--- config.mk ---
export PLATFORM = sky130hd
export DESIGN_NAME = room_occupancy_counter
export DESIGN_NICKNAME = d
export VERILOG_FILES = /design/src/rtl/room_occupancy_counter.sv
export SDC_FILE = /design/constraint.sdc
export NUM_CORES = 1
export LEC_CHECK = 0
export BUFFER_PORTS_ARGS = -buffer_cell sky130_fd_sc_hd__buf_4
export CAP_MARGIN = 20
export CORE_MARGIN = 2
export CORE_UTILIZATION = 23
export DETAILED_ROUTE_END_ITERATION = 12
export PLACE_DENSITY_LB_ADDON = 0.15
export SLEW_MARGIN = 20
export SYNTH_ARGS = -nofsm -noshare
export SYNTH_HDL_FRONTEND = slang
export SYNTH_SLANG_ARGS = --single-unit
--- constraint.sdc ---
create_clock -name clk -period 4.4 [get_ports clk]
set_input_delay 0.88 -clock clk [delete_from_list [all_inputs] [get_ports clk]]
set_output_delay 0.88 -clock clk [all_outputs]
set_load 0.01 [all_outputs]
--- src/rtl/room_occupancy_counter.sv ---
// Doorway occupancy counter: two synchronised, debounced IR beams feed a direction FSM.
// Raw edge to debounced edge is 2+DEBOUNCE_CYCLES clocks; events and count are registered one clock later. No backpressure.
module room_occupancy_counter #(
    parameter int DEBOUNCE_CYCLES = 4,
    parameter int TIMEOUT_CYCLES  = 1000,
    parameter int MAX_PEOPLE      = 31
) (
    input  logic       clk,
    input  logic       rst_n,
    input  logic       sensor_a,
    input  logic       sensor_b,
    input  logic       clr,
    output logic [4:0] people_count,
    output logic       entry_pulse,
    output logic       exit_pulse,
    output logic       room_empty,
    output logic       room_full
);
    localparam int DBW = $clog2(DEBOUNCE_CYCLES + 1);
    localparam int TOW = $clog2(TIMEOUT_CYCLES + 1);

    typedef enum logic [2:0] {
        IDLE, IN_A, IN_AB, IN_B, OUT_B, OUT_BA, OUT_A, LOCKOUT
    } state_t;

    // Bit 0 carries the outer beam (a), bit 1 the inner beam (b).
    logic [1:0]     meta_q, sync_q, db_q;
    logic [DBW-1:0] db_cnt_q [2];
    logic           a, b;

    state_t         state_q, state_d;
    logic [TOW-1:0] to_cnt_q, to_cnt_d;
    logic           entry_evt, exit_evt;
    logic [4:0]     count_q, count_d;
    logic           entry_q, exit_q;

    always_ff @(posedge clk or negedge rst_n) begin
        if (!rst_n) begin
            meta_q      <= '0;
            sync_q      <= '0;
            db_q        <= '0;
            db_cnt_q[0] <= '0;
            db_cnt_q[1] <= '0;
        end else begin
            meta_q <= {sensor_b, sensor_a};
            sync_q <= meta_q;
            for (int i = 0; i < 2; i++) begin
                if (sync_q[i] == db_q[i]) begin
                    db_cnt_q[i] <= '0;
                end else if (db_cnt_q[i] == DBW'(DEBOUNCE_CYCLES - 1)) begin
                    db_q[i]     <= sync_q[i];
                    db_cnt_q[i] <= '0;
                end else begin
                    db_cnt_q[i] <= db_cnt_q[i] + 1'b1;
                end
            end
        end
    end

    assign a = db_q[0];
    assign b = db_q[1];

    always_comb begin
        state_d   = state_q;
        entry_evt = 1'b0;
        exit_evt  = 1'b0;
        case (state_q)
            IDLE: begin
                if (a && !b)      state_d = IN_A;
                else if (!a && b) state_d = OUT_B;
                else if (a && b)  state_d = LOCKOUT;
            end
            IN_A: begin
                if (a && b)        state_d = IN_AB;
                else if (!a && !b) state_d = IDLE;
                else if (!a && b)  state_d = LOCKOUT;
            end
            IN_AB: begin
                if (!a && b)       state_d = IN_B;
                else if (a && !b)  state_d = IN_A;
                else if (!a && !b) state_d = IDLE;
            end
            IN_B: begin
                if (!a && !b) begin
                    state_d   = IDLE;
                    entry_evt = 1'b1;
                end else if (a && b) state_d = IN_AB;
                else if (a && !b)    state_d = LOCKOUT;
            end
            OUT_B: begin
                if (a && b)        state_d = OUT_BA;
                else if (!a && !b) state_d = IDLE;
                else if (a && !b)  state_d = LOCKOUT;
            end
            OUT_BA: begin
                if (a && !b)       state_d = OUT_A;
                else if (!a && b)  state_d = OUT_B;
                else if (!a && !b) state_d = IDLE;
            end
            OUT_A: begin
                if (!a && !b) begin
                    state_d  = IDLE;
                    exit_evt = 1'b1;
                end else if (a && b) state_d = OUT_BA;
                else if (!a && b)    state_d = LOCKOUT;
            end
            LOCKOUT: begin
                if (!a && !b) state_d = IDLE;
            end
            default: state_d = IDLE;
        endcase
        // A stalled sequence is abandoned even if it would have completed this cycle.
        if (state_q != IDLE && state_q != LOCKOUT &&
            to_cnt_q == TOW'(TIMEOUT_CYCLES - 1)) begin
            state_d   = LOCKOUT;
            entry_evt = 1'b0;
            exit_evt  = 1'b0;
        end
    end

    always_comb begin
        to_cnt_d = to_cnt_q + 1'b1;
        if (state_d != state_q || state_q == IDLE || state_q == LOCKOUT)
            to_cnt_d = '0;
    end

    always_comb begin
        count_d = count_q;
        if (clr)
            count_d = '0;
        else if (entry_evt && count_q != 5'(MAX_PEOPLE))
            count_d = count_q + 1'b1;
        else if (exit_evt && count_q != 5'd0)
            count_d = count_q - 1'b1;
    end

    always_ff @(posedge clk or negedge rst_n) begin
        if (!rst_n) begin
            state_q  <= IDLE;
            to_cnt_q <= '0;
            count_q  <= '0;
            entry_q  <= 1'b0;
            exit_q   <= 1'b0;
        end else begin
            state_q  <= state_d;
            to_cnt_q <= to_cnt_d;
            count_q  <= count_d;
            entry_q  <= entry_evt;
            exit_q   <= exit_evt;
        end
    end

    assign people_count = count_q;
    assign entry_pulse  = entry_q;
    assign exit_pulse   = exit_q;
    assign room_empty   = (count_q == 5'd0);
    assign room_full    = (count_q == 5'(MAX_PEOPLE));
endmodule

==> impl_metrics.env, run 1 <==
export IMPL_syn_inst=158
export IMPL_crit_required_ns=4.57
export IMPL_root_buffer="clkbuf_8"
export IMPL_grt_usage_pct=8.608
export IMPL_timing_slew_headroom_pct=63.31
export IMPL_final_hold_violation_count=0
export IMPL_placed_cells=264
export IMPL_path_clk_slew_ns=0.07
export IMPL_drv_cap=0
export IMPL_ant_nets=0
export IMPL_reg2regPathDepth=11
export IMPL_ir_drop_uv=104.8
export IMPL_cts_tree="built"
export IMPL_dpl_worst_slack_ns=1.267
export IMPL_io_pins=14
export IMPL_ys_ff_latch=32
export IMPL_nNetsFinal=184
export IMPL_grt_pass1_wl_mm=5.671
export IMPL_num_rows=31
export IMPL_antenna_found_initial=0
export IMPL_cp_common_cell="ha_1"
export IMPL_tightest_slew_ns=0.5446
export IMPL_cts_buffer_depth=2
export IMPL_globalplace_congestion=0.7700
export IMPL_cts_resized=0
export IMPL_path_cells="ha_1, nand2_4, or4_4, and2_2, o21ai_0, ha_1, a21o_1, a21o_2, and3_1, o21ai_2, mux2_4"
export IMPL_syn_area_per_cell_sq_um=10.82
export IMPL_n_antenna_cell=0
export IMPL_reg2reg_slack_ns=1.27
export IMPL_max_clock_freq_ghz=0.3195
export IMPL_cp_depth=11
export IMPL_wl_per_cell_um=11.52
export IMPL_crit_path_end="people_count[4]$_DFFE_PN0P_"
export IMPL_synth_edf_count=0
export IMPL_synth_area_leaders="dfrtp_1 (47%), xnor2_1 (5.6%), ha_1 (4.4%)"
export IMPL_utilization_pct=27.64
export IMPL_ys_seq_area_share_pct=46.85
export IMPL_fp_coreArea_sq_mm=0.007214
export IMPL_rsz0062_at_grt="false"
export IMPL_syn_area_sq_mm=0.001709
export IMPL_io_buffers=13
export IMPL_grt_max_degree=33
export IMPL_dpl_hpwl_mm=2.210
export IMPL_critPathKind="reg2reg"
export IMPL_finalWorstSetupSlack_ns=1.270
export IMPL_slowest_stage="or4_4"
export IMPL_status="finished clean"
export IMPL_powerDensity_mw_per_mm2=532.5
export IMPL_drive_gt1_share_pct=23.70
export IMPL_start_kind="flip-flop"
export IMPL_cts_buffers=5
export IMPL_clk_latency_ns=0.28
export IMPL_grt_pass1_vias=1186
export IMPL_areaGrowthSynthToFinish_pct=16.69
export IMPL_postCtsSetupRepairBufs=0
export IMPL_end_kind="flip-flop"
export IMPL_hold_path_class="reg2reg"
export IMPL_rr_startpoint="to_cnt_q[0]$_DFF_PN0_"
export IMPL_avgViaCountPerCell=4.261
export IMPL_dieArea_sq_mm=0.008137
export IMPL_critical_path_top_delay_family="simple AND/OR/NAND/NOR gates"
export IMPL_yosys_warnings=0
export IMPL_syn_nets=170
export IMPL_drt_iter0_markers=36
export IMPL_fin_crit_sh_pct=71.14
export IMPL_worst_path_max_fanout=4
export IMPL_slew_viol_final=0
export IMPL_crit_start="to_cnt_q[0]$_DFF_PN0_"
export IMPL_dieHeight_um=90.21
export IMPL_ctsHoldBuffers=0
export IMPL_initial_core_util_pct=23.69
export IMPL_setup_tns_ns=0
export IMPL_critical_path_buf_inv_count=0
export IMPL_synth_ff_type="dfrtp_1"
export IMPL_reg2reg_to="people_count[4]$_DFFE_PN0P_"
export IMPL_synth_top_cell_area_share_pct=46.85
export IMPL_clock_skew_ns=0.008139
export IMPL_fin_cells=272
export IMPL_setup_viol=0
export IMPL_htreeDepth=2
export IMPL_vias=1159
export IMPL_cts_sinks=32
export IMPL_dr_pass1_iters=4
export IMPL_period_minus_slack_ns=3.130
export IMPL_synth_cell_type_count=49
export IMPL_async_flop_share_pct=100.0
export IMPL_drt_wl_total_mm=3.133
export IMPL_die_w_um=90.21
export IMPL_cp_arrival_ns=3.30
export IMPL_p_leak_nw=0.9169
export IMPL_synth_top_area_cell="dfrtp_1"
export IMPL_max_stage_delay_ns=0.49
export IMPL_power_w=0.001062
export IMPL_overflow=0
export IMPL_fillers=766
export IMPL_route_detailed_drc=0
-- routing by layer --
layer | vias to the layer above | track usage, % | wire length [um]
met2 | 16 | 13.35 | 1442
met4 | 0 | 3.205 | 42
met1 | 562 | 11.22 | 1524
li1 | 576 | - | -
met3 | 5 | 2.766 | 124
met5 | - | 0 | 0
-- worst min path at each step --
stage	end	depth (start not counted)	slack (ns)	startpoint
floorplan	sync_q[0]$_DFF_PN0_	0	0.33	meta_q[0]$_DFF_PN0_
global route	sync_q[1]$_DFF_PN0_	0	0.37	meta_q[1]$_DFF_PN0_
CTS	sync_q[1]$_DFF_PN0_	0	0.36	meta_q[1]$_DFF_PN0_
finish	sync_q[1]$_DFF_PN0_	0	0.35	meta_q[1]$_DFF_PN0_
global placement	sync_q[0]$_DFF_PN0_	0	0.33	meta_q[0]$_DFF_PN0_
detailed placement	sync_q[1]$_DFF_PN0_	0	0.34	meta_q[1]$_DFF_PN0_
-- kinds of logic (layout without fill, tap and decap cells) --
family                   count (synthesis)  in the layout  synth area share, %
AND/OR/NAND/NOR                         69             69                23.50
flip-flops                              32             32                46.85
AO/OA/AOI/OAI                           22             22                10.54
XOR/XNOR                                15             15                7.686
adder cells (fa/ha/maj)                  7              7                5.564
buffers and inverters                    7             22                1.903
multiplexers                             6              6                3.953
-- synth_stat cells (2+ instances only) --
cell type and n:
a21o_1 4, a21oi_1 2, a222oi_1 2, and2b_1 2, and3_1 5, and3_2 2
buf_2 2, clkbuf_1 2, dfrtp_1 32, ha_1 6, mux2_2 2, mux2i_1 3
nand2_1 9, nand2b_1 4, nand3_1 5, nor2_1 19, nor2b_1 5, nor3_1 2
nor3b_1 3, o21ai_0 2, o21ai_2 3, o22ai_1 2, xnor2_1 11, xor2_1 4
-- power by group --
| part | total (W) | switching [W] | leakage (nW) | internal [W] |
|---|---|---|---|---|
| Clock | 0.000237 | 0.000112 | 0.0510 | 0.000125 |
| Combinational | 0.000372 | 0.000178 | 0.443 | 0.000194 |
| Sequential | 0.000453 | 0.000106 | 0.422 | 0.000348 |
| Total | 0.00106 | 0.000396 | 0.917 | 0.000667 |
-- sequential cells by signal (all words and copies together) (netlist names) --
| name | flops |
|---|---|
| to_cnt_q | 10 |
| db_cnt_q | 6 |
| people_count | 5 |
| state_q | 3 |
| db_q | 2 |
| meta_q | 2 |
| sync_q | 2 |
| entry_pulse | 1 |
| exit_pulse | 1 |
-- cell usage in the layout (no fill, tap or decap), types with 2 or more instances in the layout --
master / synthesis / routed
dfrtp_1: 32 / 32
nor2_1: 19 / 19
buf_4: 1 / 13
xnor2_1: 11 / 11
nand2_1: 9 / 9
ha_1: 6 / 6
clkbuf_8: 0 / 6
nor2b_1: 5 / 5
and3_1: 5 / 5
nand3_1: 5 / 5
nand2b_1: 4 / 4
xor2_1: 4 / 4
a21o_1: 4 / 4
mux2i_1: 3 / 3
nor3b_1: 3 / 3
o21ai_2: 3 / 3
nor3_1: 2 / 2
a222oi_1: 2 / 2
o21ai_0: 2 / 2
o22ai_1: 2 / 2
and3_2: 2 / 2
a21oi_1: 2 / 2
mux2_2: 2 / 2
and2b_1: 2 / 2
clkinv_2: 0 / 2
-- per-stage QoR --
stage | hold slack (ns) | cell area, sq um
after global placement | 0.3338 | 1902
after detailed placement | 0.3410 | 1902
after global routing | 0.3717 | 1994
after floorplan | 0.3312 | 1709
after CTS | 0.3570 | 1994
final | 0.3536 | 1994
-- final cells by class --
class	count	area [sq um]	area share, %
timing repair buffer	13	97.59	4.893
sequential	32	800.8	40.15
tap	99	123.9	6.211
clock inverter	2	10.01	0.5019
multi-input combinational	119	875.8	43.91
inverter	1	3.754	0.1882
clock buffer	6	82.58	4.141
-- worst reg2reg max path: stages (launching register included) --
cell	delay, ns
dfrtp_1	0.38
ha_1	0.28
nand2_4	0.07
or4_4	0.49
and2_2	0.20
o21ai_0	0.22
ha_1	0.37
a21o_1	0.19
a21o_2	0.21
and3_1	0.19
o21ai_2	0.13
mux2_4	0.31
No activity file was read; power rests on OpenSTA's default activity.
==> run 2, diff against run 1 <==
- clock period: 4.4 -> 3.1 ns (I/O delays scaled with it)
==> impl_metrics.env, run 2 (synthesis gave the netlist of run 1 again) <==
export IMPL_drv_cap=0
export IMPL_reg2reg_slack_ns=0.18
export IMPL_status="finished clean"
export IMPL_antenna_found_initial=0
export IMPL_io_pins=14
export IMPL_seqCellArea_sq_um=800.8
export IMPL_fin_cells=278
export IMPL_dieArea_sq_mm=0.008137
export IMPL_drive_gt1_share_pct=25.70
export IMPL_dr_pass1_iters=4
export IMPL_dpl_hpwl_mm=2.276
export IMPL_start_kind="flip-flop"
export IMPL_io_buffers=13
export IMPL_cts_sinks=32
export IMPL_reg2regPathDepth=11
export IMPL_dieHeight_um=90.21
export IMPL_final_cell_mix="dfrtp_1 (32), nor2_1 (19), buf_4 (19)"
export IMPL_rr_startpoint="to_cnt_q[0]$_DFF_PN0_"
export IMPL_p_leak_nw=0.9376
export IMPL_route_detailed_drc=0
export IMPL_avgViaCountPerCell=4.191
export IMPL_period_minus_slack_ns=2.921
export IMPL_n_antenna_cell=0
export IMPL_hold_path_class="in2async"
export IMPL_postCtsSetupRepairBufs=0
export IMPL_grt_pass1_wl_mm=5.858
export IMPL_max_clock_freq_ghz=0.3423
export IMPL_die_w_um=90.21
export IMPL_overflow=0
export IMPL_setup_viol=0
export IMPL_slew_viol_final=0
export IMPL_cts_buffer_depth=2
export IMPL_ant_nets=0
export IMPL_placed_cells=270
export IMPL_initial_core_util_pct=23.69
export IMPL_clk_latency_ns=0.29
export IMPL_num_rows=31
export IMPL_multiInputGateArea_sq_um=888.4
export IMPL_reg2reg_to="people_count[4]$_DFFE_PN0P_"
export IMPL_largest_register="to_cnt_q"
export IMPL_rsz0062_at_grt="false"
export IMPL_root_buffer="clkbuf_8"
export IMPL_grt_max_degree=33
export IMPL_areaGrowthSynthToFinish_pct=19.91
export IMPL_clock_skew_ns=0.01028
export IMPL_drt_iter0_markers=68
export IMPL_crit_required_ns=3.28
export IMPL_tightest_slew_ns=0.5343
export IMPL_critPathKind="reg2reg"
export IMPL_fin_crit_sh_pct=94.24
export IMPL_worst_path_max_fanout=4
export IMPL_utilization_pct=28.41
export IMPL_globalplace_congestion=0.7835
export IMPL_fp_coreArea_sq_mm=0.007214
export IMPL_path_clk_slew_ns=0.07
export IMPL_wl_per_cell_um=11.37
export IMPL_vias=1165
export IMPL_drt_wl_total_mm=3.162
export IMPL_cts_buffers=5
export IMPL_largest_reg_flops=10
export IMPL_nNetsFinal=190
export IMPL_final_hold_violation_count=0
export IMPL_grt_usage_pct=8.930
export IMPL_power_w=0.001565
export IMPL_powerDensity_mw_per_mm2=763.6
export IMPL_final_common_cell="dfrtp_1"
export IMPL_cts_tree="built"
export IMPL_timing_slew_headroom_pct=64.08
export IMPL_cp_arrival_ns=3.10
export IMPL_grt_pass1_vias=1216
export IMPL_ir_drop_uv=208.0
export IMPL_htreeDepth=2
export IMPL_end_kind="flip-flop"
export IMPL_fillers=763
export IMPL_setup_tns_ns=0
-- run 2: cell count changes in the layout (fill, tap and decap cells not counted), sizes merged --
| cell | before | now |
|---|---|---|
| buf | 13 | 19 |
| clkinv | 2 | 0 |
| clkbuf | 6 | 8 |
-- run 2: where the power goes --
part	total [W]	internal, W	switching (W)	leakage, nW
combinational	0.000684	0.000321	0.000363	0.470
sequential	0.000547	0.000495	0.0000521	0.422
clock	0.000334	0.000181	0.000153	0.0455
total	0.00156	0.000997	0.000568	0.938
-- run 2: worst max-delay path by stage --
| stage | startpoint | endpoint | slack, ns | depth (start not counted) |
|---|---|---|---|---|
| after floorplan | to_cnt_q[0]$_DFF_PN0_ | people_count[4]$_DFFE_PN0P_ | 0.14 | 11 |
| after global placement | to_cnt_q[0]$_DFF_PN0_ | people_count[4]$_DFFE_PN0P_ | 0.18 | 11 |
| after detailed placement | to_cnt_q[0]$_DFF_PN0_ | people_count[4]$_DFFE_PN0P_ | 0.1 | 11 |
| after CTS | to_cnt_q[0]$_DFF_PN0_ | people_count[4]$_DFFE_PN0P_ | 0.10 | 11 |
| after global routing | to_cnt_q[0]$_DFF_PN0_ | people_count[4]$_DFFE_PN0P_ | 0.03 | 11 |
| final | to_cnt_q[0]$_DFF_PN0_ | people_count[4]$_DFFE_PN0P_ | 0.18 | 11 |
-- run 2: per-stage QoR --
step / hold WS [ns] / setup slack (ns) / cell area (sq um)
floorplan: 0.3244 / 0.1425 / 1709
global placement: 0.3348 / 0.1779 / 1947
detailed placement: 0.3364 / 0.09949 / 1947
CTS: 0.2839 / 0.1030 / 2037
global route: 0.3017 / 0.03076 / 2049
finish: 0.2689 / 0.1786 / 2049
-- run 2: critical path, cell delays in order (launching register included) --
cell     delay, ns
dfrtp_1       0.43
ha_4          0.19
nand2_4       0.05
or4_4         0.49
and2_2        0.19
o21ai_0       0.12
ha_1          0.32
a21o_1        0.19
a21o_2        0.21
and3_1        0.18
o21ai_2       0.13
mux2_4        0.31
-- run 2: per-layer routing --
metal / wire [um] / GRT usage (%)
met1: 1491 / 11.27
met2: 1488 / 13.53
met3: 100 / 2.934
met4: 82 / 4.744
met5: 0 / 0
-- run 2: final cells by class --
type / instances / share of cell area [%]
tap: 99 / 6.044
sequential: 32 / 39.07
multi-input combinational: 119 / 43.35
timing repair buffer: 19 / 6.960
clock buffer: 8 / 4.396
inverter: 1 / 0.1831
-- run 2: timing repair --
action	4_1_cts	5_1_grt
hold buffers	0	0
endpoints found under the setup margin	0	1
resized for setup	0	2
==> run 3, diff against run 2 <==
- CORE_ASPECT_RATIO: unset -> 1.1
- MAX_ROUTING_LAYER: unset -> met4
==> impl_metrics.env, run 3 (synthesis gave the netlist of run 1 again) <==
export IMPL_status="finished clean"
export IMPL_ir_drop_uv=236.4
export IMPL_crit_start="to_cnt_q[0]$_DFF_PN0_"
export IMPL_dpl_worst_slack_ns=0.1388
export IMPL_hold_path_class="in2async"
export IMPL_postCtsSetupRepairBufs=0
export IMPL_rsz0062_at_grt="false"
export IMPL_grt_usage_pct=8.990
export IMPL_drive_gt1_share_pct=25.70
export IMPL_worst_path_max_fanout=4
export IMPL_dieArea_sq_mm=0.008137
export IMPL_htreeDepth=2
export IMPL_initial_core_util_pct=23.98
export IMPL_cts_buffer_depth=2
export IMPL_cp_arrival_ns=3.09
export IMPL_end_kind="flip-flop"
export IMPL_netSwitchingPower_w=0.0005568
export IMPL_start_kind="flip-flop"
export IMPL_dr_wl_met2_mm=1.595
export IMPL_dieHeight_um=94.41
export IMPL_p_int_w=0.0009970
export IMPL_largest_reg_flops=10
export IMPL_route_detailed_drc=0
export IMPL_slew_viol_final=0
export IMPL_root_buffer="clkbuf_8"
export IMPL_finalWorstSetupSlack_ns=0.1710
export IMPL_p_seq_share_pct=35.0
export IMPL_critPathKind="reg2reg"
export IMPL_nNetsFinal=190
export IMPL_clk_latency_ns=0.28
export IMPL_drv_cap=0
export IMPL_dpl_hpwl_mm=2.274
export IMPL_setup_tns_ns=0
export IMPL_areaGrowthSynthToFinish_pct=18.30
export IMPL_antenna_found_initial=0
export IMPL_fin_crit_sh_pct=94.48
export IMPL_maxUsedRoutingLayer="met4"
export IMPL_globalplace_congestion=0.7677
export IMPL_clock_skew_ns=0.007851
export IMPL_io_pins=14
export IMPL_period_minus_slack_ns=2.929
export IMPL_setup_viol=0
export IMPL_ant_nets=0
export IMPL_reg2regPathDepth=11
export IMPL_rr_startpoint="to_cnt_q[0]$_DFF_PN0_"
export IMPL_clockPowerShare_pct=21.2
export IMPL_io_buffers=13
export IMPL_grt_pass1_vias=1184
export IMPL_cts_resized=0
export IMPL_path_clk_slew_ns=0.07
export IMPL_met1_length_mm=1.425
export IMPL_tightest_slew_ns=0.5216
export IMPL_final_common_cell="dfrtp_1"
export IMPL_ctsHoldBuffers=0
export IMPL_dr_pass1_iters=5
export IMPL_grt_pass1_wl_mm=5.526
export IMPL_pwr_share_comb_pct=43.8
export IMPL_final_hold_violation_count=0
export IMPL_die_w_um=86.19
export IMPL_final_cell_mix="dfrtp_1 (32), nor2_1 (19), buf_4 (19)"
export IMPL_wl_per_cell_um=11.92
export IMPL_n_antenna_cell=0
export IMPL_num_rows=32
export IMPL_largest_register="to_cnt_q"
export IMPL_fp_coreArea_sq_mm=0.007127
export IMPL_p_leak_nw=0.9372
export IMPL_vias=1186
export IMPL_avgViaCountPerCell=4.492
export IMPL_wl_met3_um=97
export IMPL_overflow=0
export IMPL_crit_required_ns=3.27
export IMPL_cts_sinks=32
export IMPL_drt_wl_total_mm=3.148
export IMPL_cts_tree="built"
export IMPL_grt_max_degree=33
export IMPL_max_clock_freq_ghz=0.3414
export IMPL_switching_share_pct=35.83
export IMPL_powerDensity_mw_per_mm2=768.4
export IMPL_cts_buffers=5
export IMPL_timing_slew_headroom_pct=64.94
export IMPL_drt_iter0_markers=69
run 3: cell counts in the layout (fill, tap and decap cells not counted):
No cell type changed its count.
run 3: final cells by class:
class / count / area (sq um)
Inverter: 1 / 3.754
Tap cell: 85 / 106.4
Timing Repair Buffer: 19 / 142.6
Sequential cell: 32 / 800.8
Clock buffer: 8 / 90.09
Fill cell: 759 / 5105
Multi-Input combinational cell: 119 / 878.3
run 3: layer usage:
layer  vias to the layer above  track usage (%)
met5                         -                -
met3                         2            2.622
li1                        592                -
met1                       579            10.46
met2                        13            14.66
met4                         0            3.516
run 3: path summary, 6_finish.rpt:
kind	end	slack, ns
setup / recovery	people_count[4]$_DFFE_PN0P_	0.17
min in group clk	sync_q[0]$_DFF_PN0_	0.35
max in group asynchronous	state_q[0]$_DFF_PN0_	2.52
setup reg to reg	people_count[4]$_DFFE_PN0P_	0.17
hold reg to reg	sync_q[0]$_DFF_PN0_	0.35
hold / removal	db_cnt_q[0]$_DFF_PN0_	0.28
run 3: critical path, stage by stage (launching register included):
cell     delay (ns)
dfrtp_1        0.39
ha_2           0.25
nand2_4        0.06
or4_4          0.49
and2_2         0.19
o21ai_0        0.11
ha_1           0.31
a21o_1         0.19
a21o_2         0.21
and3_1         0.18
o21ai_2        0.12
mux2_4         0.30
run 3: through the flow:
stage	total power, W	util, %	area [sq um]	hold slack [ns]	cells
after floorplan	0.001068	-	1709	0.3244	158
after global placement	0.001224	27.07	1929	0.3351	256
after detailed placement	0.001242	27.07	1929	0.3372	256
after CTS	0.001585	28.34	2019	0.2853	264
after global routing	0.001694	28.37	2022	0.2983	264
final	0.001554	28.37	2022	0.2768	264
run 3: power by group through the flow:
| stage | registers, W | clock network [W] | logic [W] |
|---|---|---|---|
| floorplan | 0.000564 | 0 | 0.000504 |
| global placement | 0.000550 | 0 | 0.000673 |
| detailed placement | 0.000553 | 0 | 0.000690 |
| CTS | 0.000545 | 0.000349 | 0.000691 |
| global route | 0.000555 | 0.000370 | 0.000768 |
| finish | 0.000544 | 0.000329 | 0.000681 |
